==> config.mk <==
export PLATFORM = sky130hd
export DESIGN_NAME = mul_p3
export DESIGN_NICKNAME = d
export VERILOG_FILES = /design/src/rtl/mul_p3.sv
export SDC_FILE = /design/constraint.sdc
export NUM_CORES = 1
export LEC_CHECK = 0
export CORE_UTILIZATION = 23
export CTS_CLUSTER_DIAMETER = 50
export DETAILED_ROUTE_END_ITERATION = 16
export MAX_ROUTING_LAYER = met4
export PLACE_DENSITY_LB_ADDON = 0.05
export REMOVE_ABC_BUFFERS = 1
export SLEW_MARGIN = 15
export SYNTH_ARGS = -nofsm -noshare
export SYNTH_HDL_FRONTEND = slang
export SYNTH_SLANG_ARGS = --single-unit
==> constraint.sdc <==
create_clock -name clk -period 9.5 [get_ports clk]
set_input_delay 1.9 -clock clk [delete_from_list [all_inputs] [get_ports clk]]
set_output_delay 1.9 -clock clk [all_outputs]
set_load 0.03 [all_outputs]
==> src/rtl/mul_p3.sv <==
// mul_p3: final stage of the binary32 multiplier pipeline.
// Stage N normalizes the 48-bit significand product to a 23-bit fraction
// plus guard/sticky bits. Stage R rounds to nearest-even, resolves
// zero / flush-to-zero / overflow in priority order and packs the result.
// A sticky register ORs together the exception flags of every valid result
// since the last clear.
module mul_p3 #(
    parameter int EXP_MAX = 255
) (
    input  logic        clk,
    input  logic        rst,
    input  logic        valid_in,
    input  logic        sign_in,
    input  logic [8:0]  exp_sum_in,
    input  logic [47:0] mant_prod_in,
    input  logic        flags_clr,
    output logic        valid_out,
    output logic [31:0] result_out,
    output logic [2:0]  flags_out,
    output logic [2:0]  flags_sticky
);

    localparam logic [9:0] LP_EXP_MAX = 10'(EXP_MAX);

    // Normalize-stage combinational values
    logic        w_top;
    logic [22:0] w_n_mant;
    logic        w_n_g;
    logic        w_n_s;
    logic [9:0]  w_n_exp;
    logic        w_n_zero;

    // Normalize-stage registers
    logic        r_n_valid;
    logic        r_n_sign;
    logic [9:0]  r_n_exp;
    logic [22:0] r_n_mant;
    logic        r_n_g;
    logic        r_n_s;
    logic        r_n_zero;

    // Round-stage combinational values
    logic        w_round_up;
    logic [23:0] w_mant_sum;
    logic [9:0]  w_exp_r;
    logic [31:0] w_result;
    logic [2:0]  w_flags;

    // Output registers
    logic        r_valid_out;
    logic [31:0] r_result;
    logic [2:0]  r_flags;
    logic [2:0]  r_sticky;

    // A product of two [1,2) significands lies in [1,4): bit 47 tells
    // whether one extra position of normalization shift is needed.
    always_comb begin
        w_top    = mant_prod_in[47];
        w_n_mant = '0;
        w_n_g    = 1'b0;
        w_n_s    = 1'b0;
        w_n_exp  = {1'b0, exp_sum_in};
        w_n_zero = (mant_prod_in == 48'd0);
        if (w_top) begin
            w_n_mant = mant_prod_in[46:24];
            w_n_g    = mant_prod_in[23];
            w_n_s    = |mant_prod_in[22:0];
            w_n_exp  = {1'b0, exp_sum_in} + 10'd1;
        end else begin
            w_n_mant = mant_prod_in[45:23];
            w_n_g    = mant_prod_in[22];
            w_n_s    = |mant_prod_in[21:0];
        end
    end

    // Normalize register stage
    always_ff @(posedge clk or posedge rst) begin
        if (rst) begin
            r_n_valid <= 1'b0;
            r_n_sign  <= 1'b0;
            r_n_exp   <= '0;
            r_n_mant  <= '0;
            r_n_g     <= 1'b0;
            r_n_s     <= 1'b0;
            r_n_zero  <= 1'b0;
        end else begin
            r_n_valid <= valid_in;
            r_n_sign  <= sign_in;
            r_n_exp   <= w_n_exp;
            r_n_mant  <= w_n_mant;
            r_n_g     <= w_n_g;
            r_n_s     <= w_n_s;
            r_n_zero  <= w_n_zero;
        end
    end

    // Round-to-nearest-even; a carry out of the fraction leaves it all
    // zeros and bumps the exponent (significand becomes exactly 2.0).
    assign w_round_up = r_n_g & (r_n_s | r_n_mant[0]);
    assign w_mant_sum = {1'b0, r_n_mant} + {23'd0, w_round_up};
    assign w_exp_r    = r_n_exp + {9'd0, w_mant_sum[23]};

    // Result selection in priority order: zero, flush-to-zero, overflow, normal
    always_comb begin
        w_result = {r_n_sign, 31'd0};
        w_flags  = 3'b000;
        if (r_n_zero) begin
            w_result = {r_n_sign, 31'd0};
            w_flags  = 3'b000;
        end else if (r_n_exp == 10'd0) begin
            w_result = {r_n_sign, 31'd0};
            w_flags  = 3'b011;
        end else if (w_exp_r >= LP_EXP_MAX) begin
            w_result = {r_n_sign, 8'hFF, 23'd0};
            w_flags  = 3'b101;
        end else begin
            w_result = {r_n_sign, w_exp_r[7:0], w_mant_sum[22:0]};
            w_flags  = {2'b00, r_n_g | r_n_s};
        end
    end

    // Round/pack register stage
    always_ff @(posedge clk or posedge rst) begin
        if (rst) begin
            r_valid_out <= 1'b0;
            r_result    <= '0;
            r_flags     <= '0;
        end else begin
            r_valid_out <= r_n_valid;
            r_result    <= w_result;
            r_flags     <= w_flags;
        end
    end

    // Sticky accumulator: a clear coinciding with a valid result keeps
    // only that result's flags, bubbles leave it untouched.
    always_ff @(posedge clk or posedge rst) begin
        if (rst) begin
            r_sticky <= '0;
        end else if (flags_clr) begin
            r_sticky <= r_valid_out ? r_flags : 3'b000;
        end else if (r_valid_out) begin
            r_sticky <= r_sticky | r_flags;
        end
    end

    assign valid_out    = r_valid_out;
    assign result_out   = r_result;
    assign flags_out    = r_flags;
    assign flags_sticky = r_sticky;

endmodule

==> results of run 1 <==
==> sequential cells by signal, summed over array words and instances, names as in the netlist <==
name / flops
r_n_g: 1
r_n_s: 1
valid_out: 1
result_out: 32
r_n_exp: 10
flags_sticky: 3
flags_out: 3
r_n_mant: 23
r_n_zero: 1
r_n_valid: 1
r_n_sign: 1
==> cell families (layout without fill, tap and decap cells) <==
family          after synthesis  in the layout  share of synthesized area, %
mux                          25             25                          8.20
xor+xnor                     35             35                          8.93
compound gates               24             24                          4.52
buf+inv                      16            127                          2.48
flops                        77             77                          56.1
simple gates                123            123                          17.9
fa+ha+maj                     5              5                          1.82
==> worst paths after layout <==
| path | slack [ns] | depth (start not counted) | to | startpoint |
|---|---|---|---|---|
| max in group asynchronous | 6.68 | 3 | result_out[30] | rst |
| max | 5.95 | 10 | result_out[15] | r_n_mant[7] |
| min reg2reg | 0.35 | 0 | valid_out | r_n_valid |
| min | 0.35 | 0 | valid_out | r_n_valid |
| min in group asynchronous | 2.18 | 3 | flags_sticky[2] | rst |
| max reg2reg | 5.95 | 10 | result_out[15] | r_n_mant[7] |
==> layer usage <==
| layer | share of wire (%) | vias to the layer above |
|---|---|---|
| met5 | 0 | - |
| met4 | 2.6 | 0 |
| met3 | 4.5 | 17 |
| met2 | 43 | 72 |
| met1 | 49 | 1217 |
| li1 | - | 1285 |
==> metrics by stage <==
stage / area [um2] / cells / worst slack, ns
global placement: 4630 / 584 / 5.84
global route: 4910 / 600 / 5.67
finish: 4910 / 600 / 5.95
floorplan: 3380 / 297 / 5.63
CTS: 4910 / 600 / 5.94
detailed placement: 4630 / 584 / 5.82
==> Yosys cell counts, drive strengths merged (2+ instances only) <==
| library cell | count | area share, % |
|---|---|---|
| o22a | 2 | 0.51 |
| a21oi | 9 | 1.3 |
| nand4 | 15 | 2.7 |
| ha | 5 | 1.8 |
| or4 | 3 | 0.77 |
| nand2 | 25 | 2.7 |
| inv | 8 | 0.87 |
| a31oi | 3 | 0.55 |
| nand2b | 3 | 0.55 |
| nor4 | 14 | 2.7 |
| nor2 | 35 | 3.9 |
| xnor2 | 14 | 3.6 |
| and3 | 6 | 1.1 |
| mux2 | 25 | 8.2 |
| nor3 | 7 | 1.0 |
| xor2 | 21 | 5.4 |
| buf | 8 | 1.6 |
| nand3 | 12 | 1.7 |
| dfrtp | 77 | 56 |
| o21ai | 5 | 0.73 |
==> layout make-up <==
class                      count  share of cell area (%)
clock buffer                  15                    5.46
clock inverter                 1                   0.102
inverter                       8                   0.638
multi-input combinational    212                    29.0
sequential                    77                    39.3
tap                          184                    4.69
timing repair buffer         103                    20.9
==> power groups by stage <==
| stage | clock network, uW | registers [uW] | logic [uW] |
|---|---|---|---|
| 2_1_floorplan | 0 | 391 | 38.9 |
| 6_report | 319 | 366 | 125 |
| 5_1_grt | 346 | 368 | 136 |
| 4_1_cts | 332 | 366 | 127 |
| 3_3_place_gp | 0 | 371 | 127 |
| 3_5_place_dp | 0 | 372 | 126 |
==> metrics.yaml, run 1 <==
nets: 478
cts_sinks: 77
cts_hold_buf: 0
arrival_ns: 3.81
syn_area_per_cell_um2: 11.3
maxCapViolations: 0
hpwlAfterDp_um: 6460
fillers: 1520
cpPeakStageDelay_ns: 0.69
dieWidth_um: 124
p_per_area_nw_per_um2: 165
tightest_slew_ns: 0.981
port_buffers: 100
clkPwrFrac_pct: 39.4
grt.total_usage_pct: 12.6
grt_max_degree: 78
grt_setup_unrepaired: "no"
via_per_inst: 4.32
synthArstFlopShare_pct: 100
p_total_uw: 809
ys_dominant_reg_cell: "dfrtp_1"
hp-class: "flop to flop"
worst-path-buf-inv: 0
slew_violations: 0
multiInputGateArea_um2: 1420
clock_latency_ns: 0.34
sw_frac_of_total_pct: 25.4
p_int_uw: 603
grt_pass1_vias: 2589
netlist_instances: 305
crit_required_ns: 9.76
final_core_util_pct: 33.8
critPathKind: "flop to flop"
synthesis.area_um2: 3430
slew_headroom_pct: 34.6
post_drt_wl_per_cell_um: 14.5
ys_seq_area_share_pct: 56.1
fin_crit_ns: 3.55
drive_gt1_share_pct: 10.8
grt_first_pass_wirelength_um: 13700
crit_family: "simple AND/OR/NAND/NOR gates"
root_buffer: "clkbuf_16"
worst_setup_path_end_kind: "flop"
diodes: 0
critical_path.max_fanout: 21
outcome: "completed"
grt_use_met2_pct: 17.6
tns_ns: 0
cts_setup_buffers: 0
area_growth_syn_to_layout_pct: 42.9
antenna_found_initial: 0
cts_tree: "built"
wl_um: 8710
cp_common_cell: "nor3_1"
ir_drop_mv: 0.0800
start_util_pct: 23.6
met1_usage_pct: 16.8
ys_ff_latch: 77
p_leak_uw: 0.00195
dr.pass1.iters: 4
synth-warning-count: 0
holdWs_ns: 0.347
pwr-share-comb_pct: 15.4
coreArea_um2: 14500
final_common_cell: "clkdlybuf4s50_1"
drc: 0
power_frac_seq_pct: 45.2
path_clk_slew_ns: 0.06
most-common-layout-cells: "100 x clkdlybuf4s50_1, 77 x dfrtp_1, 34 x nor2_1, 25 x nand2_1, 25 x mux2_2"
final-setup-viol-count: 0
grtUsageMet3_pct: 2.66
fin_crit_sh_pct: 37.4
skew_ns: 0.00424
clockBufferDepth: 2
setup.worst_path.start_class: "flop"
crit_chain: "nand4_1, nor3_1, nand2_1, nor3_1, ha_1, nand3_1, nor3_1, xor2_1, or4_4, nor2_1"
synth_cell_types: 33
p_sw_uw: 206
rows: 44
htree_levels: 3
dieArea_um2: 15400
drtIter0Drc: 105
cts_resized: 0
synth_edf_count: 0
cts_buffers: 9
finalHoldViolations: 0
vias: 2591
top_level_ports: 101
fmax_mhz: 282
busiest_layer: "met2"
gr-total-overflow: 0
ant_nets: 0
place_congestion: 0.874
regArea_um2: 1930
die_h_um: 124
slowest_stage: "or4_4"
(Power assumes the default switching activity.)
==> run 2: changes to the inputs <==
Clock period 9.5 ns to 3.5 ns, I/O delays scaled along.
==> run 2 against run 1 <==
Maximum frequency grew 13%; clock power rose to 3.2 times the previous value; critical path depth stayed put; largest cell class unchanged; clock-buffer cell count shrank 2; sequential cell count unchanged.
==> metrics.yaml, run 2 (synthesized netlist as in run 1, its figures left out) <==
cts_resized: 0  # unchanged
cpPeakStageDelay_ns: 0.56  # was 0.69 ns
crit_required_ns: 3.71  # was 9.76 ns
maxCapViolations: 0  # unchanged
tightest_slew_ns: 0.600  # was 0.981 ns
cts_sinks: 77  # unchanged
sw_frac_of_total_pct: 24.1  # was 25.4%
dieWidth_um: 124  # unchanged
rows: 44  # unchanged
placed_area_um2: 4660  # was 4630 um2
cp-startpoint: "r_n_mant[7]"  # unchanged
grt_max_degree: 32  # was 78
arrival_ns: 3.34  # was 3.81 ns
slew_headroom_pct: 59.9  # was 34.6%
multiInputGateArea_um2: 1460  # was 1420 um2
post_drt_wl_per_cell_um: 15.2  # was 14.5 um
root_buffer: "clkbuf_16"  # unchanged
path_clk_slew_ns: 0.06  # about the same
crit_chain: "nand4_1, nor3_2, nand2_1, nor3_2, ha_2, nand4_1, o22a_1, a2111oi_2, or4_4, nor2_1"  # was nand4_1, nor3_1, nand2_1, nor3_1, ha_1, nand3_1, nor3_1, xor2_1, or4_4, nor2_1
worst_setup_path_end_kind: "flop"  # unchanged
wl_met1_um: 4310  # was 4300 um
place_congestion: 0.866  # was 0.874
fillers: 1492  # was 1,520
rr_startpoint: "r_n_mant[7]"  # unchanged
diodes: 0  # unchanged
cp.depth: 10  # unchanged
p_sw_uw: 566  # was 206 uW
worst-path-buf-inv: 0  # unchanged
dp_slack_ns: 0.241  # was 5.82 ns
hp-class: "flop to flop"  # unchanged
finalHoldViolations: 0  # unchanged
grt_pass1_vias: 2774  # was 2,589
dp_cells: 588  # was 584
stdcell_area_um2: 5020  # was 4910 um2
p_per_area_nw_per_um2: 468  # was 165 nW/um2
regArea_um2: 1930  # unchanged
cts_tree: "built"  # unchanged
critPathKind: "flop to flop"  # unchanged
r2r_setup_slack_ns: 0.37  # was 5.95 ns
cts_hold_buf: 0  # unchanged
wl_met3_um: 483  # was 392 um
final_common_cell: "clkdlybuf4s50_1"  # unchanged
wl_met2_um: 4270  # was 3790 um
clkPwrFrac_pct: 43.1  # was 39.4%
most-common-layout-cells: "100 x clkdlybuf4s50_1, 77 x dfrtp_1, 34 x nor2_1, 25 x nand2_1, 25 x mux2_2"  # unchanged
htree_levels: 3  # unchanged
slowest_stage: "a2111oi_2"  # was or4_4
dieArea_um2: 15400  # unchanged
area_growth_syn_to_layout_pct: 46.4  # was 42.9%
cts_buffers: 9  # unchanged
skew_ns: 0.00384  # was 0.00424 ns
cts_setup_buffers: 0  # unchanged
crit_family: "simple AND/OR/NAND/NOR gates"  # unchanged
coreArea_um2: 14500  # unchanged
pwr-share-comb_pct: 14.7  # was 15.4%
drtIter0Drc: 175  # was 105
power_frac_seq_pct: 42.2  # was 45.2%
die_h_um: 124  # unchanged
clockBufferDepth: 2  # unchanged
p_int_uw: 1790  # was 603 uW
outcome: "completed"  # unchanged
top_level_ports: 101  # unchanged
nets: 483  # was 478
slew_violations: 0  # unchanged
via_per_inst: 4.35  # was 4.32
critical_path.max_fanout: 11  # was 21
setup_ws_ns: 0.369  # was 5.95 ns
setup.worst_path.start_class: "flop"  # unchanged
min_from: "r_n_sign"  # was r_n_valid
highest_layer: "met4"  # unchanged
drive_gt1_share_pct: 13.5  # was 10.8%
grt.total_usage_pct: 12.8  # was 12.6%
hpwlAfterDp_um: 6820  # was 6460 um
stdcell_count: 605  # was 600
port_buffers: 100  # unchanged
r2r_end: "result_out[20]"  # was result_out[15]
ant_nets: 0  # unchanged
final-setup-viol-count: 0  # unchanged
wl_um: 9180  # was 8710 um
largest_reg_flops: 32  # unchanged
endpoint: "result_out[20]"  # was result_out[15]
grt_first_pass_wirelength_um: 14200  # was 13,700 um
fin_crit_ns: 3.13  # was 3.55 ns
clock_latency_ns: 0.33  # was 0.34 ns
ir_drop_mv: 0.222  # was 0.0800 mV
reg2reg_depth: 10  # unchanged
antenna_found_initial: 0  # unchanged
p_leak_uw: 0.00199  # was 0.00195 uW
drc: 0  # unchanged
dr.pass1.iters: 4  # unchanged
vias: 2633  # was 2,591
start_util_pct: 23.6  # unchanged
fin_crit_sh_pct: 89.5  # was 37.4%
fmax_mhz: 319  # was 282 MHz
gr-total-overflow: 0  # unchanged
==> run 2: cell count changes in the layout (fill, tap and decap cells not counted), sizes merged <==
cell,delta
clkbuf,-2
clkinvlp,+1
buf,+4
or4,+1
bufinv,+2
clkinv,-1
==> run 2: metrics by stage <==
stage	setup TNS (ns)	hold slack, ns	utilization (%)	power (uW)
3_3_place_gp	0	0.335	32.1	1360
5_1_grt	-0.00161	0.354	34.6	2460
3_5_place_dp	0	0.336	32.1	1360
2_1_floorplan	0	0.331	-	1170
6_report	0	0.345	34.6	2350
4_1_cts	0	0.349	34.3	2390
==> run 2: power groups by stage <==
stage	sequential, uW	clock (uW)	combinational (uW)
after floorplan	1060	0	106
after global placement	1010	0	349
after detailed placement	1010	0	347
after CTS	993	1050	349
after global routing	1000	1080	378
final	993	1010	345
==> run 2: metal layers <==
metal	vias up	global-route usage (%)
li1	1297	-
met1	1265	16.6
met2	63	19.5
met3	8	3.07
met4	0	4.24
met5	-	-
==> run 2: area by class of cell <==
cell class	instances	share of cell area [%]
multi-input combinational	213	29.0
clock inverter	3	1.34
clock buffer	13	5.18
timing repair buffer	107	21.0
sequential	77	38.3
tap	184	4.58
inverter	8	0.623
==> run 2: worst min-delay path by stage <==
| stage | endpoint | slack, ns | cells after the start |
|---|---|---|---|
| 2_1_floorplan | result_out[31] | 0.33 | 0 |
| 3_3_place_gp | valid_out | 0.34 | 0 |
| 3_5_place_dp | result_out[31] | 0.34 | 0 |
| 4_1_cts | result_out[31] | 0.35 | 0 |
| 5_1_grt | valid_out | 0.35 | 0 |
| 6_report | result_out[31] | 0.34 | 0 |
==> run 3: changes to the inputs <==
Settings changed: CELL_PAD_IN_SITES_DETAIL_PLACEMENT set to 0, CELL_PAD_IN_SITES_GLOBAL_PLACEMENT set to 1.
Clock period 3.5 ns to 3.7 ns, I/O delays scaled along.
==> run 3 against run 2 <==
Worst hold slack improved by 0.0080 ns; maximum frequency fell by 4.7%; worst setup slack improved by 0.044 ns; sequential power down 5.3%; final cell count fell by 0.83%; final area down 2.2%; via count is 0.11% lower; highest routed layer unchanged; routed wire length shrank 2.6%; register-to-register slack improved by 0.04 ns; non-clock buffer count decreased by 2; clock power shrank 21%; total power is 12% lower.
==> metrics.yaml, run 3 (synthesized netlist as in run 1, its figures left out) <==
antenna_found_initial: 0  # unchanged
grt_first_pass_wirelength_um: 14200  # about the same
tns_ns: 0  # unchanged
placed_area_um2: 4650  # was 4660 um2
clock_latency_ns: 0.33  # about the same
grt_max_degree: 32  # unchanged
coreArea_um2: 14500  # unchanged
cts_hold_buf: 0  # unchanged
arrival_ns: 3.54  # was 3.34 ns
worst-path-buf-inv: 0  # unchanged
ir_drop_mv: 0.202  # was 0.222 mV
tightest_slew_ns: 0.540  # was 0.600 ns
dr.pass1.iters: 4  # unchanged
dp_slack_ns: 0.387  # was 0.241 ns
crit_chain: "o21a_1, ha_1, nand2_1, nor3_1, nand2_1, nor3_1, ha_1, nand3_1, nor3_1, xor2_1, or4_4, nor2_1"  # was nand4_1, nor3_2, nand2_1, nor3_2, ha_2, nand4_1, o22a_1, a2111oi_2, or4_4, nor2_1
maxCapViolations: 0  # unchanged
clockBufferDepth: 2  # unchanged
most-common-layout-cells: "100 x clkdlybuf4s50_1, 77 x dfrtp_1, 34 x nor2_1, 25 x nand2_1, 25 x mux2_2"  # unchanged
p_leak_uw: 0.00196  # was 0.00199 uW
grt.total_usage_pct: 12.8  # about the same
start_util_pct: 23.6  # unchanged
slew_headroom_pct: 63.7  # was 59.9%
path_clk_slew_ns: 0.06  # about the same
fin_crit_sh_pct: 88.8  # was 89.5%
hpwlAfterDp_um: 6820  # about the same
cts_tree: "built"  # unchanged
fmax_mhz: 304  # was 319 MHz
grt_pass1_vias: 2756  # was 2,774
critPathKind: "flop to flop"  # unchanged
port_buffers: 100  # unchanged
fin_crit_ns: 3.29  # was 3.13 ns
largest_reg_flops: 32  # unchanged
slew_violations: 0  # unchanged
rows: 44  # unchanged
p_per_area_nw_per_um2: 420  # was 468 nW/um2
setup_ws_ns: 0.413  # was 0.369 ns
via_per_inst: 4.38  # was 4.35
dp_cells: 586  # was 588
area_growth_syn_to_layout_pct: 43.1  # was 46.4%
final-setup-viol-count: 0  # unchanged
die_h_um: 124  # unchanged
crit_required_ns: 3.95  # was 3.71 ns
grt_setup_unrepaired: "no"
cts_buffers: 9  # unchanged
cts_resized: 0  # unchanged
final_common_cell: "clkdlybuf4s50_1"  # unchanged
place_congestion: 0.857  # was 0.866
crit_family: "simple AND/OR/NAND/NOR gates"  # unchanged
cts_setup_buffers: 0  # unchanged
htree_levels: 3  # unchanged
setup.worst_path.start_class: "flop"  # unchanged
critical_path.max_fanout: 21  # was 11
cp_common_cell: "nor3_1"
vias: 2630  # was 2,633
finalHoldViolations: 0  # unchanged
skew_ns: 0.00441  # was 0.00384 ns
top_level_ports: 101  # unchanged
root_buffer: "clkbuf_16"  # unchanged
nets: 480  # was 483
ant_nets: 0  # unchanged
cpPeakStageDelay_ns: 0.69  # was 0.56 ns
outcome: "completed"  # unchanged
drc: 0  # unchanged
drtIter0Drc: 197  # was 175
diodes: 0  # unchanged
hp-class: "flop to flop"  # unchanged
post_drt_wl_per_cell_um: 14.9  # was 15.2 um
worst_setup_path_end_kind: "flop"  # unchanged
dieArea_um2: 15400  # unchanged
stdcell_count: 600  # was 605
drive_gt1_share_pct: 11.5  # was 13.5%
wl_um: 8940  # was 9180 um
gr-total-overflow: 0  # unchanged
cts_sinks: 77  # unchanged
dieWidth_um: 124  # unchanged
slowest_stage: "or4_4"  # was a2111oi_2
stdcell_area_um2: 4910  # was 5020 um2
run 3: cell types whose count changed in the layout (fill, tap and decap cells not counted), sizes merged:
cell	previous run	this run
bufinv	2	0
clkbuf	13	12
clkinvlp	1	0
buf	7	5
clkinv	1	3
or4	4	3
run 3: cell type report:
class | count | area [um2]
Fill cell | 1518 | 9620
Sequential cell | 77 | 1930
Multi-Input combinational cell | 212 | 1420
Timing Repair Buffer | 105 | 1040
Clock buffer | 12 | 256
Tap cell | 184 | 230
Inverter | 8 | 31.3
Clock inverter | 2 | 10.0
run 3: final timing paths:
path                       slack [ns]  cells after the start      from             end
max reg2reg                      0.41                     12     r_n_s  result_out[11]
min in group asynchronous        0.69                      2       rst   result_out[5]
max in group asynchronous        2.31                      3       rst  result_out[16]
max                              0.41                     12     r_n_s  result_out[11]
min                              0.35                      0  r_n_sign  result_out[31]
min reg2reg                      0.35                      0  r_n_sign  result_out[31]
run 3: layer usage:
layer / track usage (%) / wire length, um / vias to the layer above
li1: - / - / 1286
met1: 16.9 / 4230 / 1228
met2: 18.4 / 3960 / 98
met3: 3.16 / 559 / 18
met4: 5.58 / 182 / 0
met5: - / 0 / -
run 3: stage by stage:
step	utilization (%)	total power (uW)	hold slack [ns]
floorplan	-	1100	0.331
global placement	32.0	1290	0.336
detailed placement	32.0	1280	0.341
CTS	33.8	2110	0.354
global route	33.8	2170	0.372
finish	33.8	2070	0.353
run 3: report_power, final:
group / total, uW / switching, uW / internal [uW]
clock network: 801 / 320 / 481
registers: 940 / 41.4 / 898
logic: 325 / 163 / 161
total: 2070 / 525 / 1540
